===== config.mk =====
export PLATFORM = sky130hd
export DESIGN_NAME = toff_mux_pipe
export DESIGN_NICKNAME = d
export VERILOG_FILES = /design/src/rtl/toff_mux_pipe.sv
export SDC_FILE = /design/constraint.sdc
export NUM_CORES = 1
export LEC_CHECK = 0
export BUFFER_PORTS_ARGS = -buffer_cell sky130_fd_sc_hd__buf_2
export CORE_ASPECT_RATIO = 1.5
export CORE_MARGIN = 2
export CORE_UTILIZATION = 40
export DETAILED_ROUTE_END_ITERATION = 8
export GPL_ROUTABILITY_DRIVEN = 1
export GPL_TIMING_DRIVEN = 0
export PLACE_DENSITY = 0.72
export SYNTH_ARGS = -nofsm -noshare
export SYNTH_HDL_FRONTEND = slang
export SYNTH_SLANG_ARGS = --single-unit

===== constraint.sdc =====
create_clock -name clk -period 2.36 [get_ports clk]
set_input_delay 0.236 -clock clk [delete_from_list [all_inputs] [get_ports clk]]
set_output_delay 0.236 -clock clk [all_outputs]
set_load 0.01 [all_outputs]

===== src/rtl/toff_mux_pipe.sv =====
// Purpose : CH-to-1 channel mux built Toffoli-style: select decoded to a one-hot onto zero ancillas, then XOR-of-ANDs.
// Latency : 2 registered stages; a beat presented with in_valid=1 appears on out_valid two cycles later when not stalled.
// Backpressure: valid/ready; each stage refills in the same cycle it drains, in_ready drops only when both stages are full and out_ready=0.
//
// Ports:
//   clk, rst                 single clock, asynchronous active-high reset
//   in_valid / in_ready      input handshake; data_in carries CH channels, channel k at [k*WIDTH +: WIDTH]
//   sel, auto_scan           manual channel select, or round-robin scan counter when auto_scan=1
//   out_valid / out_ready    output handshake; data_out is the selected channel, sel_out its index
//   anc_err                  sticky: stage-2 saw a one-hot with other than exactly one bit set
module toff_mux_pipe #(
    parameter int WIDTH = 4,
    parameter int CH    = 4,
    localparam int SW   = (CH > 1) ? $clog2(CH) : 1
) (
    input  logic                  clk,
    input  logic                  rst,
    input  logic                  in_valid,
    output logic                  in_ready,
    input  logic [CH*WIDTH-1:0]   data_in,
    input  logic [SW-1:0]         sel,
    input  logic                  auto_scan,
    output logic                  out_valid,
    input  logic                  out_ready,
    output logic [WIDTH-1:0]      data_out,
    output logic [SW-1:0]         sel_out,
    output logic                  anc_err
);

    // Stage-1 payload: raw channels plus the decoded one-hot and the index it came from.
    typedef struct packed {
        logic [CH*WIDTH-1:0] dat;
        logic [CH-1:0]       onehot;
        logic [SW-1:0]       sel;
    } s1_t;

    // Stage-2 payload: the muxed result as presented on the outputs.
    typedef struct packed {
        logic [WIDTH-1:0] dat;
        logic [SW-1:0]    sel;
    } s2_t;

    logic [SW-1:0] scan_q, scan_d;
    logic          s1_vld_q, s1_vld_d;
    s1_t           s1_q, s1_d;
    logic          s2_vld_q, s2_vld_d;
    s2_t           s2_q, s2_d;
    logic          anc_err_q, anc_err_d;

    logic          s2_adv;
    logic          s1_rdy;
    logic          in_acc;
    logic [SW-1:0] eff_sel;
    logic [CH-1:0] onehot_dec;
    logic [WIDTH-1:0] mux_dat;
    logic [SW:0]   hot_cnt;
    logic          onehot_ok;

    // Stage 2 can take a new beat when empty or when its current beat is popped;
    // stage 1 can take a new beat when empty or when its beat moves into stage 2.
    assign s2_adv  = !s2_vld_q || out_ready;
    assign s1_rdy  = !s1_vld_q || s2_adv;
    assign in_acc  = in_valid && s1_rdy;
    assign eff_sel = auto_scan ? scan_q : sel;

    // Stage-1 decode: each ancilla starts at 0 and is flipped by a multi-controlled
    // NOT whose controls are the select bits matched (XNOR) against index k.
    always_comb begin
        onehot_dec = '0;
        for (int k = 0; k < CH; k++) begin
            onehot_dec[k] = 1'b0 ^ (&(eff_sel ~^ SW'(k)));
        end
    end

    // Stage-2 combine: every channel is a Toffoli onto a zero target, gated by its
    // one-hot bit; the targets are XOR-accumulated into the result.
    always_comb begin
        mux_dat = '0;
        for (int k = 0; k < CH; k++) begin
            mux_dat = mux_dat ^ (s1_q.dat[k*WIDTH +: WIDTH] & {WIDTH{s1_q.onehot[k]}});
        end
    end

    // Ancilla check: the one-hot must have exactly one bit set.
    always_comb begin
        hot_cnt = '0;
        for (int k = 0; k < CH; k++) begin
            hot_cnt = hot_cnt + (SW+1)'(s1_q.onehot[k]);
        end
        onehot_ok = (hot_cnt == (SW+1)'(1));
    end

    // Next-state logic for the scan counter and both stages.
    always_comb begin
        scan_d    = scan_q;
        s1_vld_d  = s1_vld_q;
        s1_d      = s1_q;
        s2_vld_d  = s2_vld_q;
        s2_d      = s2_q;
        anc_err_d = anc_err_q;

        // The counter only moves on beats that actually consumed its value.
        if (in_acc && auto_scan) begin
            scan_d = scan_q + SW'(1);
        end

        if (s1_rdy) begin
            s1_vld_d = in_valid;
            if (in_valid) begin
                s1_d.dat    = data_in;
                s1_d.onehot = onehot_dec;
                s1_d.sel    = eff_sel;
            end
        end

        // Payload is only rewritten for a real beat so outputs hold while idle.
        if (s2_adv) begin
            s2_vld_d = s1_vld_q;
            if (s1_vld_q) begin
                s2_d.dat = mux_dat;
                s2_d.sel = s1_q.sel;
                if (!onehot_ok) begin
                    anc_err_d = 1'b1;
                end
            end
        end
    end

    always_ff @(posedge clk or posedge rst) begin
        if (rst) begin
            scan_q    <= '0;
            s1_vld_q  <= 1'b0;
            s1_q      <= '0;
            s2_vld_q  <= 1'b0;
            s2_q      <= '0;
            anc_err_q <= 1'b0;
        end else begin
            scan_q    <= scan_d;
            s1_vld_q  <= s1_vld_d;
            s1_q      <= s1_d;
            s2_vld_q  <= s2_vld_d;
            s2_q      <= s2_d;
            anc_err_q <= anc_err_d;
        end
    end

    assign in_ready  = s1_rdy;
    assign out_valid = s2_vld_q;
    assign data_out  = s2_q.dat;
    assign sel_out   = s2_q.sel;
    assign anc_err   = anc_err_q;

endmodule


==> results.cfg <==
[sta]
finalSetupViolations = 0
hold_viol = 0
tns_ps = 0
rsz0062_at_grt = no
tightest_slew_ps = 374
fmax_ghz = 0.476
min_period_ps = 2100
post-route-period-util_pct = 89.0
slew_headroom_pct = 74.3
fin_ws_ps = 260
finClkSkew_ps = 3.16
drv_slew = 0

[clock_network]
cts.sinks = 33
clock_insertion_delay_worst_skew_ps = 280
tritoncts = yes
cts_resized = 0
root_buffer = clkbuf_8
h-tree-depth = 2
clockBufferDepth = 2
cts-buffers-inserted = 5
cts_setup_buffers = 0
hold_buffers = 0
path_clk_slew_ps = 70

[pwr]
power_density_mw_per_mm2 = 977
p_leak_nw = 0.907
ir_worst_vdd_mv = 0.582
finalPower_mw = 1.86

[global_routing]
antenna_found_initial = 0
grt_pass1_wl_um = 4980
grt_start_max_net_pins = 34
grtUsageTotal_pct = 16.2
grt.overflow.total = 0
grt_pass1_vias = 1131

[logic_synthesis]
syn_inst = 129
synthSimpleGateAreaFrac_pct = 12.3
synth_cell_type_count = 23
synth_area_mm2 = 0.00155
yosysWarnings = 0
synth_fa_ha_area_share_pct = 2.90
synthMuxAreaShare_pct = 16.3
synth_compound_area_share_pct = 3.71
seq_area_frac_synth_pct = 53.2
synth-main-ff-cell = dfrtp_1
synthesis.nets = 155
synth-edff-count = 0
ys_seq_elements = 33
synth_top_family_by_area = multiplexers
synth_xor_xnor_area_share_pct = 7.90
ys_async_sr_fraction_pct = 100
avgSynthCellArea_um2 = 12.0

[flow_run]
drv_cap = 0

[die]
start_util_pct = 42.1
core_mm2 = 0.00368
io_pins = 32
placementRows = 27
die_x_um = 54.9
dieArea_mm2 = 0.00440
die_h_um = 80.3

[drt]
dr.pass1.iters = 4
viasPerCell = 4.79
wl_um = 2890
top_layer_used = met4
wl_met1_um = 1080
wire_per_inst_um = 13.6
met3_wirelength_um = 184
drtIter0Drc = 10
ant_nets = 0
met2WireLength_um = 1540
vias = 1021
drc = 0

[hold_path]
hold_class = primary input to register

[layout]
stdcell_count = 213
diodes = 0
nFillCells = 329
nNetsFinal = 195
drive_gt1_share_pct = 37.1
postLayoutCellArea_mm2 = 0.00191
area_growth_pct = 22.9

[critical_path]
path_class = register to register
start_kind = register
crit_required_ps = 2530
cp.arrival_ps = 2270
critical_path_buf_inv_count = 2
critPathTopFamily = adder cells
cp_cell_sequence = inv_1 -> fa_1 -> inv_1 -> ha_1 -> ha_1 -> nor2_1 -> a21oi_1 -> or2_2
endpoint_kind = register
worst-path-max-fanout = 6
slowest_stage = fa_1
slowest_delay_ps = 540

[placement]
pre_cts_ws_ps = 272
io_buffers = 31
placed_area_mm2 = 0.00176
dp_cells = 203
dp_hpwl_um = 2190
gp_congestion = 0.792

[status]
status = complete, no violations
## path summary, 6_finish.rpt
kind	cells past startpoint	startpoint	end	slack [ps]
max	8	s1_q[2]	anc_err	260
min in group asynchronous	3	rst	sel_out[0]	390
min	2	data_in[3]	s1_q[9]	180
max reg2reg	8	s1_q[2]	anc_err	260
min reg2reg	2	data_out[2]	data_out[2]	480
max in group asynchronous	4	rst	s1_q[19]	1600
## final cells by class
| type | instances | area (µm²) | share of cell area, % |
|---|---|---|---|
| sequential | 33 | 826 | 43.3 |
| multi-input combinational | 87 | 668 | 35.0 |
| timing repair buffer | 33 | 185 | 9.71 |
| clock buffer | 7 | 86.3 | 4.53 |
| tap | 43 | 53.8 | 2.82 |
| buffer | 3 | 35.0 | 1.84 |
| clock inverter | 1 | 30.0 | 1.57 |
| inverter | 6 | 22.5 | 1.18 |
## synthesized netlist by cell type (all sizes together) (2+ instances only)
library cell   n  area share, %
mux2          18             15
mux2i          2            1.3
nand2         29            7.5
dfrtp         33             53
nand2b         4            1.6
xnor2         14            7.9
buf            3            2.3
inv            6            1.5
ha             2            1.6
o21ai          9            2.9
## worst reg2reg max path, stage by stage (launching register included)
cell     delay (ps)
dfrtp_1         430
inv_1            90
fa_1            540
inv_1            40
ha_1            170
ha_1            270
nor2_1          110
a21oi_1          70
or2_2           270
## routing by layer
layer	vias to the layer above	track usage [%]
met4	0	8.75
li1	499	-
met2	27	25.5
met5	-	0
met3	8	5.58
met1	487	18.5
## sequential cells by signal (all words and copies together) (netlist names)
signal / count
data_out: 4
out_valid: 1
scan_q: 2
anc_err: 1
s1_q: 22
sel_out: 2
s1_vld_q: 1
## cells by family (layout without fill, tap and decap cells)
kind of cell / count (synthesis) / count (layout)
and+or+nand+nor: 39 / 39
DFF: 33 / 33
muxes: 20 / 20
xor gates and xnor gates: 14 / 14
AOI/OAI and AO/OA: 11 / 11
buffers and inverters: 9 / 50
adders and majority gates: 3 / 3
## metrics by stage
step | hold WS [ps] | utilization (%)
detailed placement | 471 | 47.8
finish | 181 | 51.8
floorplan | 339 | -
global placement | 455 | 47.8
CTS | 176 | 51.0
global route | 171 | 51.8
## layout by cell type (no fill, tap or decap), drive strengths merged
master,Yosys,routed
ha,2,2
buf,3,35
o31ai,1,1
mux2,18,18
dfrtp,33,33
or2,1,1
nand3b,1,1
clkbuf,0,7
nand2,29,29
or2b,1,1
a21oi,1,1
nand3,1,1
bufinv,0,1
inv,6,5
mux2i,2,2
clkinv,0,1
nor2,1,1
xnor2,14,14
o21ai,9,9
dlygate4sd3,0,1
nand2b,4,4
fa,1,1
nand4,1,1
## power breakdown
part | switching, mW | total [mW] | internal [mW]
combinational | 0.246 | 0.513 | 0.266
clock | 0.198 | 0.542 | 0.344
sequential | 0.105 | 0.809 | 0.704
(Power assumes the default switching activity.)
